`config.mk`:
```
export PLATFORM = sky130hd
export DESIGN_NAME = wavelet_sum_serializer_flat
export DESIGN_NICKNAME = d
export VERILOG_FILES = /design/src/rtl/wavelet_sum_if.sv /design/src/rtl/wavelet_sum_serializer.sv /design/src/flat_wrapper.sv
export SDC_FILE = /design/constraint.sdc
export NUM_CORES = 1
export LEC_CHECK = 0
export CAP_MARGIN = 5
export CORE_ASPECT_RATIO = 1.75
export CORE_MARGIN = 10
export CORE_UTILIZATION = 43
export DETAILED_ROUTE_END_ITERATION = 6
export GPL_ROUTABILITY_DRIVEN = 0
export PLACE_DENSITY = 0.81
export SETUP_SLACK_MARGIN = 0.3
export SLEW_MARGIN = 25
export SYNTH_ARGS = -nofsm -noshare
export SYNTH_HDL_FRONTEND = slang
export SYNTH_SLANG_ARGS = --single-unit
```
`constraint.sdc`:
```
create_clock -name clk -period 3.44 [get_ports clk]
set_input_delay 0.344 -clock clk [delete_from_list [all_inputs] [get_ports clk]]
set_output_delay 0.344 -clock clk [all_outputs]
set_load 0.005 [all_outputs]
```
`src/rtl/wavelet_sum_if.sv`:
```
// wavelet_sum_if: sum capture and byte stream signals between the filter bank, the serializer and the downstream consumer.
//   i_sum/i_sum_valid : flattened per-filter sums plus their one-cycle strobe (into the serializer)
//   i_byte_ready      : consumer accepts o_byte this cycle (into the serializer)
//   o_byte/o_byte_valid : framed byte stream (out of the serializer)
//   o_busy/o_dropped/o_overrun : frame in flight, discard pulse, sticky discard flag (out of the serializer)
interface wavelet_sum_if #(
    parameter int NUM_FILTERS = 3,
    parameter int SUM_WIDTH   = 32
);
    logic [NUM_FILTERS*SUM_WIDTH-1:0] i_sum;
    logic                             i_sum_valid;
    logic                             i_byte_ready;
    logic [7:0]                       o_byte;
    logic                             o_byte_valid;
    logic                             o_busy;
    logic                             o_dropped;
    logic                             o_overrun;
    modport slave (
        input  i_sum, i_sum_valid, i_byte_ready,
        output o_byte, o_byte_valid, o_busy, o_dropped, o_overrun
    );
    modport master (
        output i_sum, i_sum_valid, i_byte_ready,
        input  o_byte, o_byte_valid, o_busy, o_dropped, o_overrun
    );
endinterface

```
`src/rtl/wavelet_sum_serializer.sv`:
```
// wavelet_sum_serializer: captures the filter bank sums and streams them as a HEADER-led byte frame over valid/ready.
//   clk   : rising-edge system clock
//   reset : asynchronous active-high reset, abandons any frame in flight
//   bus   : wavelet_sum_if.slave carrying the sums, the byte stream and the status flags
//   SUM_CHECKSUM_EN (macro) : when defined, appends an XOR checksum byte over HEADER and all data bytes
module wavelet_sum_serializer #(
    parameter int         NUM_FILTERS = 3,
    parameter int         SUM_WIDTH   = 32,
    parameter logic [7:0] HEADER      = 8'hA5
) (
    input logic        clk,
    input logic        reset,
    wavelet_sum_if.slave bus
);
    localparam int FW = NUM_FILTERS * SUM_WIDTH;
    localparam int NB = FW / 8;
    localparam int CW = NB > 1 ? $clog2(NB) : 1;
`ifdef SUM_CHECKSUM_EN
    typedef enum logic [1:0] {IDLE, HDR, DATA, CHK} state_t;
    logic [7:0] chk_q, chk_d;
`else
    typedef enum logic [1:0] {IDLE, HDR, DATA} state_t;
`endif
    state_t        state_q, state_d;
    logic [FW-1:0] frame_q, frame_d, order;
    logic [CW-1:0] idx_q, idx_d;
    logic          drop_q, ovr_q, xfer, last, discard;
    // Filter 0 is placed at the top of the frame register so the whole stream is a plain MSB-first left shift.
    for (genvar k = 0; k < NUM_FILTERS; k++) begin : g_order
        assign order[(NUM_FILTERS-1-k)*SUM_WIDTH +: SUM_WIDTH] = bus.i_sum[k*SUM_WIDTH +: SUM_WIDTH];
    end
    assign xfer    = bus.o_byte_valid && bus.i_byte_ready;
    assign last    = idx_q == CW'(NB - 1);
    assign discard = bus.i_sum_valid && state_q != IDLE;
    always_comb begin
        state_d = state_q;
        frame_d = frame_q;
        idx_d   = idx_q;
`ifdef SUM_CHECKSUM_EN
        chk_d   = chk_q;
`endif
        case (state_q)
            IDLE: if (bus.i_sum_valid) begin
                state_d = HDR;
                frame_d = order;
                idx_d   = '0;
`ifdef SUM_CHECKSUM_EN
                chk_d   = '0;
`endif
            end
            HDR: if (xfer) begin
                state_d = DATA;
                idx_d   = '0;
`ifdef SUM_CHECKSUM_EN
                chk_d   = chk_q ^ HEADER;
`endif
            end
            DATA: if (xfer) begin
                frame_d = frame_q << 8;
                idx_d   = idx_q + CW'(1);
`ifdef SUM_CHECKSUM_EN
                chk_d   = chk_q ^ frame_q[FW-1 -: 8];
                state_d = last ? CHK : DATA;
`else
                state_d = last ? IDLE : DATA;
`endif
            end
`ifdef SUM_CHECKSUM_EN
            CHK: if (xfer) state_d = IDLE;
`endif
            default: state_d = IDLE;
        endcase
    end
    always_ff @(posedge clk or posedge reset) begin
        if (reset) begin
            state_q <= IDLE;
            frame_q <= '0;
            idx_q   <= '0;
            drop_q  <= 1'b0;
            ovr_q   <= 1'b0;
`ifdef SUM_CHECKSUM_EN
            chk_q   <= '0;
`endif
        end else begin
            state_q <= state_d;
            frame_q <= frame_d;
            idx_q   <= idx_d;
            drop_q  <= discard;
            ovr_q   <= ovr_q | discard;
`ifdef SUM_CHECKSUM_EN
            chk_q   <= chk_d;
`endif
        end
    end
    assign bus.o_byte_valid = state_q != IDLE;
    assign bus.o_busy       = state_q != IDLE;
    assign bus.o_dropped    = drop_q;
    assign bus.o_overrun    = ovr_q;
`ifdef SUM_CHECKSUM_EN
    assign bus.o_byte = state_q == HDR ? HEADER : state_q == DATA ? frame_q[FW-1 -: 8] : state_q == CHK ? chk_q : 8'h00;
`else
    assign bus.o_byte = state_q == HDR ? HEADER : state_q == DATA ? frame_q[FW-1 -: 8] : 8'h00;
`endif
endmodule

```
`src/flat_wrapper.sv`:
```
// flat-port wrapper written by rule: the top's interface ports become plain ports
module wavelet_sum_serializer_flat 
#(
    parameter int         NUM_FILTERS = 3,
    parameter int         SUM_WIDTH   = 32,
    parameter logic [7:0] HEADER      = 8'hA5
)
  (clk, reset, bus_i_sum, bus_i_sum_valid, bus_i_byte_ready, bus_o_byte, bus_o_byte_valid, bus_o_busy, bus_o_dropped, bus_o_overrun);
  wavelet_sum_if #(.NUM_FILTERS(NUM_FILTERS), .SUM_WIDTH(SUM_WIDTH)) bus_i ();
  input logic clk;
  input logic reset;
  input wire logic [$bits(bus_i.i_sum)-1:0] bus_i_sum;
  input wire logic [$bits(bus_i.i_sum_valid)-1:0] bus_i_sum_valid;
  input wire logic [$bits(bus_i.i_byte_ready)-1:0] bus_i_byte_ready;
  output wire logic [$bits(bus_i.o_byte)-1:0] bus_o_byte;
  output wire logic [$bits(bus_i.o_byte_valid)-1:0] bus_o_byte_valid;
  output wire logic [$bits(bus_i.o_busy)-1:0] bus_o_busy;
  output wire logic [$bits(bus_i.o_dropped)-1:0] bus_o_dropped;
  output wire logic [$bits(bus_i.o_overrun)-1:0] bus_o_overrun;
  assign bus_i.i_sum = bus_i_sum;
  assign bus_i.i_sum_valid = bus_i_sum_valid;
  assign bus_i.i_byte_ready = bus_i_byte_ready;
  assign bus_o_byte = bus_i.o_byte;
  assign bus_o_byte_valid = bus_i.o_byte_valid;
  assign bus_o_busy = bus_i.o_busy;
  assign bus_o_dropped = bus_i.o_dropped;
  assign bus_o_overrun = bus_i.o_overrun;
  wavelet_sum_serializer #(.NUM_FILTERS(NUM_FILTERS), .SUM_WIDTH(SUM_WIDTH), .HEADER(HEADER)) u_core (.clk(clk), .reset(reset), .bus(bus_i));
endmodule
```
==> results.md <==
* CP Max Fanout at 19
* P_int at about 0.0033 W
* Row count at 51
* Status: finished clean
* Pin count of the biggest net entering global routing at 97
* Final Max Slew Viols at 0
* # IOs at 112
* Placement Cell Area at 6101 um^2
* Net count after synthesis at 563
* First-pass GRT wire length at roughly 21 mm
* Initial Util at 44.15%
* Leak Pwr at 2.884 nW
* Comb power frac at 37.4%
* Sw frac at 35.63%
* Post-synth top area share at 52.79%
* Post-CTS setup buffers at 0
* RSZ-0062 raised after global routing: no
* P&R area growth vs syn at 29.97%
* Post-Route WL at between 10 and 15 mm
* Post-layout minimum cycle time at 2.605 ns
* Die H at 161.6 um
* Endpoints failing hold at 0
* Cts hold-fix bufs at 0
* Maximum vdd drop at 439.6 uV
* Synth Cell Area at 4930 um^2
* Synthesis-stage register bit count at 104
* Worst setup margin at 0.8351 ns
* Total CTS buffers at 9
* Most frequent cells in the layout: 172 x o21ai_0, 111 x clkdlybuf4s50_1, 103 x dfrtp_1, 88 x mux2i_1
* Tcrit/Tclk final at 75.72%
* CP arrival at 2.26 ns
* H-tree levels at 3
* Grt total ovfl at 0
* Number of global-route vias before repair at between 4000 and 5000
* Synth cell types at 30
* Global Route Usage Sum at 16.01%
* CTS Root Cell: clkbuf_16
* Relative slew slack at between 40% and 50%
* DP Worst Slack at between 1 and 1.5 ns
* Clock tree buffer depth at 2
* Chip width at a little over 100 um
* Post-Syn Instances at 462
* Clk_lat worst skew at about 0.34 ns
* # DRC at 0
* Setup TNS at 0 ns
* Seq/Total Area, Yosys at 52.79%
* Vias per std cell at 5.654
* Startpoint Class: register
* Worst hold-check path type: reg2reg
* Commonest non-fill, non-tap cell in the layout: o21ai_0
* EDFF count, synth at 0
* Synth area leader: dfrtp_1
* Setup violators final at 0
* Maxcap violations at 0
* CTS tree: built
* DRT antenna net count at 0
* Fmax at 383.9 MHz
* Vias at about 3900
* Synth warnings at 0
* Clock Sinks at 104
* Flop pwr share at between 40% and 50%
* Layout Cell Area excl Fill at 6407 um^2
* Post-Syn Area per Cell at 10.67 um^2
* CTS resizes at 0
* Synth async-reset ratio at 100.0%
* Antenna fix cells at 0
* Core outline area at around 11000 um^2
* # fillers at 935
* Final Util at a little under three fifths
* Post-DP HPWL at around 9.2 mm
* Crit. End Element: primary output
* Clock network fraction of design power at 20.0%
* Final net count at 649
* Share of cells above drive strength 1 at 5.787%
* Switching power at 0.001806 W
* Post-synth top flop: dfrtp_1
* Port-buffer cells at 111
* Clock-pin slew on the worst setup and hold paths at 0.07 ns
* Starting DRC count in detailed routing at between 200 and 300
* Wire length per cell at 19.24 um
* P per Cell Area at ~800 nW/um^2
* Total iterations of the first detailed-routing run at 5
* Worst Clk Skew at 0.004014 ns
* Ranking of synthesized cells by area: dfrtp_1 53%, mux2i_1 18%, o21ai_0 17%
* Worst Path Required at 3.10 ns
* Antenna violations before repair at 0
* Kind of critical path: reg2out
* Die area at 16320 um^2
* Worst-margin pin slew at 0.7527 ns
## power groups by stage
stage               sequential, W  combinational (W)  clock, W
floorplan                 0.00199            0.00143         0
global placement          0.00215            0.00183         0
detailed placement        0.00218            0.00191         0
CTS                       0.00216            0.00192   0.00104
global route              0.00223            0.00212   0.00108
finish                    0.00216            0.00189   0.00101
## routing by layer
layer  vias up  wire, um  share of wire, %  global-route usage [%]
li1       1836         -                 -                       -
met1      1909      5108                39                   18.61
met2       115      7183                55                   27.67
met3        13       742               5.6                   4.613
met4         0       142               1.1                   4.326
met5         -         0                 0                       0
## Yosys cell counts, types with 2 or more instances
| cell type | count |
|---|---|
| o21ai_0 | 172 |
| dfrtp_1 | 104 |
| mux2i_1 | 88 |
| clkbuf_1 | 24 |
| buf_2 | 12 |
| a22o_1 | 9 |
| buf_4 | 6 |
| a21o_1 | 5 |
| and2_1 | 5 |
| o21ai_1 | 5 |
| inv_1 | 3 |
| nand2b_1 | 3 |
| nor2_1 | 3 |
| nor2b_1 | 3 |
| a32o_1 | 2 |
| buf_6 | 2 |
| nand3_1 | 2 |
| or2_2 | 2 |
## state kept, by name, summed over array words and instances, names as in the netlist
signal and count:
u_core.bus.o_overrun 1, u_core.bus.o_dropped 1, u_core.idx_q 4, u_core.frame_q 96, u_core.state_q 2
## critical path, stage by stage (launching register included)
cell	delay [ns]
dfrtp_1	0.62
nor2b_4	0.56
and2_1	0.21
clkdlybuf4s50_1	0.51
## cells by family after synthesis
| logic type | count (synthesis) | synth area share [%] |
|---|---|---|
| simple gates | 24 | 2.792 |
| buf+inv | 47 | 4.645 |
| fa+ha+maj | 1 | 0.2538 |
| compound gates | 197 | 21.37 |
| flops | 104 | 52.79 |
| mux | 89 | 18.15 |
## layout make-up
cell class	instances	area, um^2	share of cell area (%)
Clock buffer	14	294.0	4.589
Clock inverter	2	10.01	0.1562
Inverter	3	16.27	0.2539
Multi-Input combinational cell	311	2122	33.12
Sequential cell	104	2604	40.64
Tap cell	132	165.2	2.578
Timing Repair Buffer	119	1196	18.67
## per-stage QoR
step	cells	total power (W)	hold slack, ns
CTS	685	0.005113	0.4778
global placement	669	0.003984	0.4566
detailed placement	669	0.004092	0.4626
finish	685	0.005068	0.4774
floorplan	462	0.003423	0.4609
global route	685	0.005426	0.5029
## final timing paths
check                           depth (start not counted)  slack, ns                    to                 start
worst max-delay path                                    3       0.84         bus_o_byte[6]     u_core.state_q[1]
worst min-delay path                                    1       0.48  u_core.bus.o_overrun  u_core.bus.o_overrun
worst max register to register                          4       1.31    u_core.frame_q[70]     u_core.state_q[1]
worst min register to register                          1       0.48  u_core.bus.o_overrun  u_core.bus.o_overrun
max in group asynchronous                               3       2.27    u_core.frame_q[54]                 reset
min in group asynchronous                               2       0.50    u_core.frame_q[20]                 reset
Power figures use the tool's default switching activity.
